File: src/rtl/serial_rx_deser_if.sv
// Serial receive link bundle: line input, sample strobe, and the word-holding handshake.
// The master side is the receiver; the slave side is the line driver and word consumer.
interface serial_rx_deser_if #(
  parameter int N = 12
);
  logic         sin;
  logic         bit_en;
  logic [N-1:0] q;
  logic         out_valid;
  logic         out_ready;
  logic         parity_err;
  logic         overrun;
  logic         busy;

  modport master (
    input  sin, bit_en, out_ready,
    output q, out_valid, parity_err, overrun, busy
  );

  modport slave (
    output sin, bit_en, out_ready,
    input  q, out_valid, parity_err, overrun, busy
  );
endinterface

File: src/rtl/serial_rx_deser.sv
// Serial-to-parallel receiver: start bit, N data bits MSB first, even parity,
// delivered into a valid/ready holding register with sticky overrun.
module serial_rx_deser #(
  parameter int N  = 12,
  parameter int CW = 4
) (
  input  logic             clk,
  input  logic             reset,
  serial_rx_deser_if.master bus
);

  typedef enum logic [1:0] {
    IDLE   = 2'd0,
    DATA   = 2'd1,
    PARITY = 2'd2
  } state_t;

  state_t        state_q, state_d;
  logic [CW-1:0] cnt_q, cnt_d;
  logic [N-1:0]  sr_q, sr_d;
  logic          par_q, par_d;
  logic [N-1:0]  word_q, word_d;
  logic          valid_q, valid_d;
  logic          perr_q, perr_d;
  logic          ovr_q, ovr_d;

  // NOTE: every signal gets its hold value first, so no path through this block leaves one unassigned (no latch).
  always_comb begin
    state_d = state_q;
    cnt_d   = cnt_q;
    sr_d    = sr_q;
    par_d   = par_q;
    word_d  = word_q;
    valid_d = valid_q;
    perr_d  = perr_q;
    ovr_d   = ovr_q;

    // Consumer handshake runs every cycle; a landing word below overrides the drop.
    if (valid_q && bus.out_ready) valid_d = 1'b0;

    if (bus.bit_en) begin
      unique case (state_q)
        IDLE: begin
          if (bus.sin) begin
            state_d = DATA;
            cnt_d   = '0;
            par_d   = 1'b0;
          end
        end
        DATA: begin
          sr_d  = {sr_q[N-2:0], bus.sin};
          par_d = par_q ^ bus.sin;
          cnt_d = cnt_q + CW'(1);
          if (cnt_q == CW'(N-1)) state_d = PARITY;
        end
        PARITY: begin
          state_d = IDLE;
          if (!valid_q || bus.out_ready) begin
            word_d  = sr_q;
            perr_d  = (bus.sin != par_q);
            valid_d = 1'b1;
          end else begin
            ovr_d = 1'b1;
          end
        end
        default: state_d = IDLE;
      endcase
    end
  end

  // NOTE: sequential state uses non-blocking assignments so all registers update together at the edge.
  always_ff @(posedge clk) begin
    if (reset) begin
      state_q <= IDLE;
      cnt_q   <= '0;
      // NOTE: the shift register is cleared too, so a discarded partial frame leaves no residue.
      sr_q    <= '0;
      par_q   <= 1'b0;
      word_q  <= '0;
      valid_q <= 1'b0;
      perr_q  <= 1'b0;
      ovr_q   <= 1'b0;
    end else begin
      state_q <= state_d;
      cnt_q   <= cnt_d;
      sr_q    <= sr_d;
      par_q   <= par_d;
      word_q  <= word_d;
      valid_q <= valid_d;
      perr_q  <= perr_d;
      ovr_q   <= ovr_d;
    end
  end

  assign bus.q          = word_q;
  assign bus.out_valid  = valid_q;
  assign bus.parity_err = perr_q;
  assign bus.overrun    = ovr_q;
  assign bus.busy       = (state_q != IDLE);

endmodule

File: src/flat_wrapper.sv
// flat-port wrapper written by rule: the top's interface ports become plain ports
module serial_rx_deser_flat 
#(
  parameter int N  = 12,
  parameter int CW = 4
)
  (clk, reset, bus_sin, bus_bit_en, bus_out_ready, bus_q, bus_out_valid, bus_parity_err, bus_overrun, bus_busy);
  serial_rx_deser_if #(.N(N)) bus_i ();
  input  logic clk;
  input  logic reset;
  input wire logic [$bits(bus_i.sin)-1:0] bus_sin;
  input wire logic [$bits(bus_i.bit_en)-1:0] bus_bit_en;
  input wire logic [$bits(bus_i.out_ready)-1:0] bus_out_ready;
  output wire logic [$bits(bus_i.q)-1:0] bus_q;
  output wire logic [$bits(bus_i.out_valid)-1:0] bus_out_valid;
  output wire logic [$bits(bus_i.parity_err)-1:0] bus_parity_err;
  output wire logic [$bits(bus_i.overrun)-1:0] bus_overrun;
  output wire logic [$bits(bus_i.busy)-1:0] bus_busy;
  assign bus_i.sin = bus_sin;
  assign bus_i.bit_en = bus_bit_en;
  assign bus_i.out_ready = bus_out_ready;
  assign bus_q = bus_i.q;
  assign bus_out_valid = bus_i.out_valid;
  assign bus_parity_err = bus_i.parity_err;
  assign bus_overrun = bus_i.overrun;
  assign bus_busy = bus_i.busy;
  serial_rx_deser #(.N(N), .CW(CW)) u_core (.clk(clk), .reset(reset), .bus(bus_i));
endmodule
File: config.mk
export PLATFORM = sky130hd
export DESIGN_NAME = serial_rx_deser_flat
export DESIGN_NICKNAME = d
export VERILOG_FILES = /design/src/rtl/serial_rx_deser_if.sv /design/src/rtl/serial_rx_deser.sv /design/src/flat_wrapper.sv
export SDC_FILE = /design/constraint.sdc
export NUM_CORES = 1
export LEC_CHECK = 0
export ABC_AREA = 1
export BUFFER_PORTS_ARGS = -buffer_cell sky130_fd_sc_hd__buf_2
export CAP_MARGIN = 15
export CELL_PAD_IN_SITES_DETAIL_PLACEMENT = 1
export CELL_PAD_IN_SITES_GLOBAL_PLACEMENT = 2
export CORE_MARGIN = 2
export CORE_UTILIZATION = 32
export DETAILED_ROUTE_END_ITERATION = 10
export GPL_TIMING_DRIVEN = 0
export PLACE_DENSITY = 0.87
export SETUP_SLACK_MARGIN = 0.05
export SLEW_MARGIN = 20
export SYNTH_ARGS = -nofsm -noshare
export SYNTH_HDL_FRONTEND = slang
export SYNTH_SLANG_ARGS = --single-unit
File: constraint.sdc
create_clock -name clk -period 1.2 [get_ports clk]
set_input_delay 0.24 -clock clk [delete_from_list [all_inputs] [get_ports clk]]
set_output_delay 0.24 -clock clk [all_outputs]
set_load 0.005 [all_outputs]
==> results.cfg, run 1 <==
[critical_path]
r2r_slack_ns = 0.04
cp.required_ns = 0.96
worst-path-max-fanout = 5
r2r_start = u_core.state_q[0]$_SDFFE_PP0P_
cp-end-kind = output port
start_kind = flop
arrival_ns = 0.94
path_class = reg -> out
r2r_end = u_core.bus.q[0]$_SDFFE_PP0P_
reg2reg_depth = 7

[layout]
area_growth_pct = 40.7
fillerInstances = 501
drive_above_1_share = 0.438
antennaDiodeCount = 0
post_layout_nonfiller_instances = 258
nNetsFinal = 213
final_core_util = 0.472
post-route-cell-area_mm2 = 0.00190

[die]
dieWidth_um = 69.0
die_h_um = 69.0
dieArea_mm2 = 0.00476
io_pins = 21
start_util = 0.335
rows = 23
core_mm2 = 0.00403

[timing]
period_share = 0.983
slew_violations = 0
clock_skew_ns = 0.00858
tightest_slew_ns = 0.665
min_period_ns = 1.18
setup_viol = 0
rsz0062_at_grt = true
relSlewSlack = 0.557
finalSetupTns_ns = 0
hold_viol_final = 0
layout_setup_ws_ns = 0.0205
timing.fmax_mhz = 848

[route]
viasPerCell = 4.82
wirelength_um = 3630
vias = 1243
firstDrtPassIters = 4
wl_per_cell_um = 14.1
drc = 0
ant_nets = 0
drt_iter0_markers = 39

[outcome]
status = complete, no violations

[clocking]
holdBufCountCts = 0
cts.sinks = 34
cts_made_buffers = 5
clock_latency_ns = 0.29
root_buffer = clkbuf_8
clock_path_buffers = 2
ctsHtreeMaxLevel = 2
cts_tree = done
cts.clk_slew.worst_paths_ns = 0.08

[power]
netSwitchingPower_w = 0.000663
internal-power_w = 0.00178
max-vdd-ir-drop_mv = 0.610
switching_share = 0.272
pwr-share-comb = 0.131
p_leak_nw = 0.866
power_density_mw_per_mm2 = 1280
clkPwrFrac = 0.372
seqPwrFrac = 0.497

[yosys]
synth_edf_count = 0
synthDistinctLibCells = 23
synth_most_common_cell = dfxtp_1
synth_top_area_share = 0.504
yosysSeqAreaShare = 0.504
synthCells = 168
synth_common_cells = dfxtp_1, nor2_1, nand2_1
ys_async_sr_fraction = 0
synthFlopType = dfxtp_1
syn_avg_cell_area_um2 = 8.04
synth.top_cells.by_area = dfxtp_1, nor2_1, nand2_1, a21oi_1, a21oi_2
synth.cell_area_mm2 = 0.00135
ys_ff_latch = 34
yosysTopAreaCell = dfxtp_1
yosysWarningCount = 0
synth_nets = 174

[place]
place_area_mm2 = 0.00151
port_buffers = 20
dp_worst_setup_slack_ns = -0.0370
placed_cells = 238
dp_hpwl_um = 2280
routabilityCongestion = 0.695

[min_path]
hold_depth = 2
hold_path_class = in -> reg
hold_path_end = u_core.state_q[0]$_SDFFE_PP0P_
hold_path.startpoint = reset

[global_routing]
grt_pass1_wl_um = 5800
grt_pass1_vias = 1196
grt_usage = 0.170
antenna_found_initial = 0
grt_overflow_total = 0
grt_max_degree = 12

[run]
max-cap-violations = 0
-- power by group through the flow --
stage | clock [W] | sequential (W) | combinational [W]
after global placement | 0 | 0.00122 | 0.000209
after detailed placement | 0 | 0.00122 | 0.000219
after floorplan | 0 | 0.00122 | 0.000131
after CTS | 0.000927 | 0.00120 | 0.000273
after global routing | 0.000965 | 0.00122 | 0.000357
final | 0.000909 | 0.00121 | 0.000320
-- kinds of logic after synthesis --
kind of cell / after synthesis / synth area share
simple gates: 69 / 0.227
compound gates: 42 / 0.178
buf+inv: 20 / 0.0694
xor+xnor: 2 / 0.0130
fa+ha+maj: 1 / 0.00926
flops: 34 / 0.504
-- final cells by class --
class                           count  area (µm²)  area share
Buffer                              6        53.8      0.0283
Clock buffer                        6        82.6      0.0434
Clock inverter                      2        12.5     0.00658
Inverter                           14        70.1      0.0368
Multi-Input combinational cell    114         689       0.363
Sequential cell                    34         691       0.363
Tap cell                           50        62.6      0.0329
Timing Repair Buffer               31         234       0.123
Timing Repair inverter              1        6.26     0.00329
-- cell usage in the layout (no fill, tap or decap), types with 6 or more instances in the layout --
cell type,netlist,final
dfxtp_1,34,30
nand2_1,23,22
a21oi_2,8,9
nor2_1,28,24
inv_1,11,10
o21ai_2,0,13
a21oi_1,14,13
buf_2,2,21
clkbuf_8,0,6
-- stage by stage --
stage | hold slack [ns] | power, W
floorplan | 0.302 | 0.00135
global placement | 0.442 | 0.00143
detailed placement | 0.473 | 0.00144
CTS | 0.182 | 0.00240
global route | 0.200 | 0.00254
finish | 0.180 | 0.00244
-- timing repair --
item	4_1_cts	5_1_grt
gates cloned	2	1
pin swaps	4	12
setup buffers	6	3
gates resized for setup	19	42
setup endpoints to repair	26	26
-- critical path, cell delays in order (launching register included) --
cell and delay, ns:
dfxtp_4 0.38, nor2_4 0.11, inv_1 0.04, buf_2 0.11
-- worst max-delay path by stage --
stage	startpoint	end	slack, ns	depth (start not counted)
2_1_floorplan	u_core.bus.out_valid$_SDFF_PP0_	u_core.bus.q[0]$_SDFFE_PP0P_	0.14	6
3_3_place_gp	u_core.state_q[0]$_SDFFE_PP0P_	u_core.sr_q[11]$_SDFFE_PP0P_	-0.02	7
3_5_place_dp	u_core.state_q[1]$_SDFFE_PP0P_	u_core.bus.q[3]$_SDFFE_PP0P_	-0.04	5
4_1_cts	u_core.state_q[1]$_SDFFE_PP0P_	bus_busy	0.02	3
5_1_grt	u_core.state_q[0]$_SDFFE_PP0P_	u_core.bus.q[6]$_SDFFE_PP0P_	-0.05	7
6_report	u_core.state_q[1]$_SDFFE_PP0P_	bus_busy	0.02	3
-- routing by layer --
metal / vias to the layer above / track usage / wire length [µm]
li1: 614 / - / -
met5: - / 0 / 0
met4: 0 / 0.0882 / 71
met3: 4 / 0.0438 / 151
met2: 20 / 0.275 / 1850
met1: 605 / 0.209 / 1560
-- flip-flops by register name, summed over array words and instances (netlist names) --
register and cells:
u_core.cnt_q 4, u_core.par_q 1, u_core.sr_q 12, u_core.bus.out_valid 1
u_core.state_q 2, u_core.bus.parity_err 1, u_core.bus.overrun 1, u_core.bus.q 12
Note: power is estimated with default switching activity, not from simulation.
==> inputs of run 2 (changes only) <==
--- a/config.mk
+++ b/config.mk
@@ -11,10 +11,11 @@
 export CELL_PAD_IN_SITES_DETAIL_PLACEMENT = 1
 export CELL_PAD_IN_SITES_GLOBAL_PLACEMENT = 2
 export CORE_MARGIN = 2
-export CORE_UTILIZATION = 32
+export CORE_UTILIZATION = 33
+export CTS_BUF_LIST = sky130_fd_sc_hd__clkbuf_2 sky130_fd_sc_hd__clkbuf_4 sky130_fd_sc_hd__clkbuf_8
 export DETAILED_ROUTE_END_ITERATION = 10
 export GPL_TIMING_DRIVEN = 0
-export PLACE_DENSITY = 0.87
+export PLACE_DENSITY = 0.89
 export SETUP_SLACK_MARGIN = 0.05
 export SLEW_MARGIN = 20
 export SYNTH_ARGS = -nofsm -noshare
==> results.cfg, run 2 (synthesized netlist as in run 1, its figures left out) <==
[outcome]
status = complete, no violations

[critical_path]
cp-end-kind = output port
crit_slowest_cell = dfxtp_4
start_kind = flop
cp_num_buf_inv = 2
path_class = reg -> out
crit_family = flip-flops
cp.required_ns = 0.96
r2r_start = u_core.state_q[0]$_SDFFE_PP0P_
worst-path-max-fanout = 5
slowest_delay_ns = 0.38
arrival_ns = 0.94
timing.critical_path.from = u_core.state_q[1]$_SDFFE_PP0P_
crit_chain = nor2_4 -> inv_1 -> buf_2

[layout]
final_common_cell = dfxtp_1
multi_input_area_um2 = 626
post_layout_nonfiller_instances = 253
seq_area_um2 = 688
drive_above_1_share = 0.350
area_growth_pct = 30.1
final_cell_mix = dfxtp_1, nor2_1, nand2_1, buf_2, a21oi_1
antennaDiodeCount = 0
nNetsFinal = 208
fillerInstances = 490

[timing]
tightest_slew_ns = 0.506
hold_viol_final = 0
rsz0062_at_grt = true
min_period_ns = 1.18
timing.fmax_mhz = 848
setup_viol = 0
layout_setup_ws_ns = 0.0211
period_share = 0.982
relSlewSlack = 0.663
slew_violations = 0
clock_skew_ns = 0.00391

[power]
pwr-share-comb = 0.116
p_leak_nw = 0.778
fin_total_pwr_w = 0.00238
power_density_mw_per_mm2 = 1350
max-vdd-ir-drop_mv = 0.519
switching_share = 0.253
clkPwrFrac = 0.376
netSwitchingPower_w = 0.000602
seqPwrFrac = 0.508
internal-power_w = 0.00178

[clocking]
cts_tree = done
ctsHtreeMaxLevel = 2
cts.sinks = 34
clock_latency_ns = 0.29
clock_path_buffers = 2
cts_made_buffers = 5
cts.clk_slew.worst_paths_ns = 0.07
root_buffer = clkbuf_8

[global_routing]
grt_overflow_total = 0
grt_pass1_wl_um = 5290
grt_usage = 0.158
grt_max_degree = 11
grt_pass1_vias = 1218
antenna_found_initial = 0

[die]
die_h_um = 68.0
core_mm2 = 0.00397
dieArea_mm2 = 0.00462
dieWidth_um = 68.0
rows = 23
start_util = 0.340
io_pins = 21

[route]
viasPerCell = 4.79
wl_per_cell_um = 13.5
ant_nets = 0
drt_iter0_markers = 29
drc = 0
vias = 1211
firstDrtPassIters = 4
wirelength_um = 3420

[place]
dp_hpwl_um = 2190
routabilityCongestion = 0.726
dp_worst_setup_slack_ns = -0.0515
placed_cells = 238
port_buffers = 20

[min_path]
hold_path_class = in -> reg
hold_path.startpoint = reset

[run]
max-cap-violations = 0
[run 2: cell count changes in the layout (fill, tap and decap cells not counted), sizes merged]
| cell | delta |
|---|---|
| clkinv | -1 |
| buf | -5 |
| clkinvlp | -1 |
| clkbuf | +2 |
[run 2: cell type report]
cell class                 instances  share of cell area
clock inverter                     1             0.00285
timing repair buffer              27               0.100
sequential                        34               0.391
tap                               50              0.0356
clock buffer                       7              0.0512
buffer                             6              0.0285
multi-input combinational        114               0.356
inverter                          14              0.0342
[run 2: what timing repair did]
action | CTS | global route
resized for setup | 6 | 23
pin swaps | 0 | 3
cloned | 0 | 1
hold buffers | 0 | 0
setup buffers | 3 | 3
endpoints found under the hold margin | 0 | 0
setup endpoints to repair | 24 | 30
[run 2: stage by stage]
stage	hold slack [ns]	TNS (ns)	utilization	cell area (µm²)
global placement	0.445	-0.0924	0.381	1510
finish	0.194	0	0.443	1760
detailed placement	0.472	-0.253	0.381	1510
global route	0.197	-0.169	0.443	1760
floorplan	0.302	0	-	1350
CTS	0.188	0	0.415	1650
[run 2: metal layers]
metal | share of wire | wire (µm) | vias up | GRT usage
met5 | 0 | 0 | - | 0
met4 | 0.017 | 59 | 0 | 0.0675
met3 | 0.047 | 162 | 6 | 0.0543
met2 | 0.51 | 1760 | 23 | 0.275
met1 | 0.42 | 1440 | 579 | 0.174
li1 | - | - | 603 | -
[run 2: power by group through the flow]
stage / combinational, W / sequential, W / clock, W
after CTS: 0.000228 / 0.00120 / 0.000930
after global placement: 0.000208 / 0.00122 / 0
after floorplan: 0.000131 / 0.00122 / 0
after global routing: 0.000307 / 0.00121 / 0.000979
final: 0.000275 / 0.00121 / 0.000894
after detailed placement: 0.000214 / 0.00122 / 0
[run 2: final timing paths]
kind,slack [ns],cells after the start,to
worst min-delay path,0.19,2,u_core.state_q[0]$_SDFFE_PP0P_
worst max-delay path,0.02,3,bus_busy
worst max register to register,0.05,7,u_core.bus.q[5]$_SDFFE_PP0P_
worst min register to register,0.48,2,u_core.sr_q[11]$_SDFFE_PP0P_
==> inputs of run 3 (changes only) <==
--- a/config.mk
+++ b/config.mk
@@ -11,11 +11,12 @@
 export CELL_PAD_IN_SITES_DETAIL_PLACEMENT = 1
 export CELL_PAD_IN_SITES_GLOBAL_PLACEMENT = 2
 export CORE_MARGIN = 2
-export CORE_UTILIZATION = 33
+export CORE_UTILIZATION = 25
 export CTS_BUF_LIST = sky130_fd_sc_hd__clkbuf_2 sky130_fd_sc_hd__clkbuf_4 sky130_fd_sc_hd__clkbuf_8
+export CTS_CLUSTER_SIZE = 24
 export DETAILED_ROUTE_END_ITERATION = 10
 export GPL_TIMING_DRIVEN = 0
-export PLACE_DENSITY = 0.89
+export PLACE_DENSITY = 0.73
 export SETUP_SLACK_MARGIN = 0.05
 export SLEW_MARGIN = 20
 export SYNTH_ARGS = -nofsm -noshare
==> results.cfg, run 3 (synthesized netlist as in run 1, its figures left out) <==
[critical_path]
r2r_end = u_core.sr_q[3]$_SDFFE_PP0P_
crit_slowest_cell = dfxtp_4
reg2reg_depth = 6
r2r_slack_ns = 0.09
start_kind = flop
r2r_start = u_core.state_q[0]$_SDFFE_PP0P_
path_class = reg -> out
slowest_delay_ns = 0.37
cp-end-kind = output port
timing.critical_path.from = u_core.state_q[0]$_SDFFE_PP0P_
crit_end = bus_busy
arrival_ns = 0.91
cp.required_ns = 0.96
crit_chain = nor2_4 -> inv_1 -> buf_2
worst-path-max-fanout = 4

[timing]
tightest_slew_ns = 0.375
setup_viol = 0
clock_skew_ns = 0.00582
timing.fmax_mhz = 867
period_share = 0.961
min_period_ns = 1.15
relSlewSlack = 0.750
slew_violations = 0
rsz0062_at_grt = true
layout_setup_ws_ns = 0.0467
hold_viol_final = 0
finalSetupTns_ns = 0

[clocking]
clock_latency_ns = 0.29
clock_path_buffers = 2
cts_tree = done
ctsHtreeMaxLevel = 2
cts_made_buffers = 5
holdBufCountCts = 0
cts.sinks = 34
root_buffer = clkbuf_8
cts.clk_slew.worst_paths_ns = 0.07

[layout]
drive_above_1_share = 0.387
final_cell_mix = dfxtp_1, nor2_1, nand2_1, buf_2, a21oi_1
final_core_util = 0.354
final_common_cell = dfxtp_1
nNetsFinal = 209
antennaDiodeCount = 0
post_layout_nonfiller_instances = 274
fillerInstances = 624
area_growth_pct = 35.6

[die]
start_util = 0.261
dieWidth_um = 77.5
rows = 26
dieArea_mm2 = 0.00601
core_mm2 = 0.00517
die_h_um = 77.5
io_pins = 21

[route]
drt_iter0_markers = 52
wirelength_um = 3350
ant_nets = 0
vias = 1181
firstDrtPassIters = 4
wl_per_cell_um = 12.2
viasPerCell = 4.31
drc = 0

[min_path]
hold_depth = 2
hold_path_class = in -> reg

[place]
dp_worst_setup_slack_ns = -0.0429
routabilityCongestion = 0.784
dp_hpwl_um = 2170
port_buffers = 20
placed_cells = 258

[global_routing]
grt_pass1_vias = 1229
grt_overflow_total = 0
grt_max_degree = 11
antenna_found_initial = 0
grt_pass1_wl_um = 5750
grt_usage = 0.120

[power]
power_density_mw_per_mm2 = 1310
clkPwrFrac = 0.375
seqPwrFrac = 0.505
netSwitchingPower_w = 0.000607
p_leak_nw = 0.793
switching_share = 0.254
max-vdd-ir-drop_mv = 0.643
internal-power_w = 0.00179
fin_total_pwr_w = 0.00239
pwr-share-comb = 0.120

[outcome]
status = complete, no violations

[run]
max-cap-violations = 0
[run 3: cell types whose count changed in the layout (fill, tap and decap cells not counted), moves of 2 or more]
cell     change
buf_4        +2
buf_6        -2
inv_4        -2
inv_6        +2
o21ai_1      -5
o21ai_2      +4
[run 3: worst max-delay path: cells and delay by family (launching register included)]
family | cells | cell delay (ns)
DFF | 1 | 0.37
and+or+nand+nor | 1 | 0.10
buffers and inverters | 2 | 0.16
[run 3: final cells by class]
class / count / area (µm²) / share of cell area
multi-input combinational: 114 / 643 / 0.351
tap: 70 / 87.6 / 0.0478
clock buffer: 7 / 90.1 / 0.0491
sequential: 34 / 689 / 0.376
clock inverter: 1 / 5.00 / 0.00273
timing repair buffer: 28 / 201 / 0.110
inverter: 14 / 65.1 / 0.0355
buffer: 6 / 51.3 / 0.0280
[run 3: repair_timing]
action                                  CTS  global route
cloned                                    1             1
pin swaps                                 3            10
endpoints found under the setup margin   27            26
gates resized for setup                  17            22
buffers inserted                          4             2
endpoints found under the hold margin     0             0
[run 3: per-layer routing]
| metal | wire (µm) | vias up | part of all wire | track usage |
|---|---|---|---|---|
| met5 | 0 | - | 0 | 0 |
| met3 | 157 | 5 | 0.047 | 0.0442 |
| li1 | - | 606 | - | - |
| met4 | 33 | 0 | 0.0098 | 0.0321 |
| met2 | 1630 | 19 | 0.49 | 0.203 |
| met1 | 1530 | 551 | 0.46 | 0.143 |
[run 3: through the flow]
step	hold WS, ns	cell area [µm²]
final	0.179	1830
after global routing	0.204	1830
after CTS	0.183	1740
after detailed placement	0.459	1540
after global placement	0.459	1540
after floorplan	0.302	1350
[run 3: worst min-delay path by stage]
stage / start / endpoint / slack [ns]
floorplan: reset / u_core.sr_q[1]$_SDFFE_PP0P_ / 0.30
global placement: u_core.bus.overrun$_SDFFE_PP0P_ / u_core.bus.overrun$_SDFFE_PP0P_ / 0.46
detailed placement: u_core.bus.overrun$_SDFFE_PP0P_ / u_core.bus.overrun$_SDFFE_PP0P_ / 0.46
CTS: reset / u_core.sr_q[1]$_SDFFE_PP0P_ / 0.18
global route: reset / u_core.sr_q[1]$_SDFFE_PP0P_ / 0.20
finish: reset / u_core.sr_q[1]$_SDFFE_PP0P_ / 0.18
[run 3: power groups by stage]
stage                     combinational, W  sequential (W)  clock [W]
final                             0.000287         0.00121   0.000898
after floorplan                   0.000131         0.00122          0
after detailed placement          0.000217         0.00122          0
after CTS                         0.000260         0.00120   0.000927
after global routing              0.000326         0.00122   0.000975
after global placement            0.000217         0.00122          0
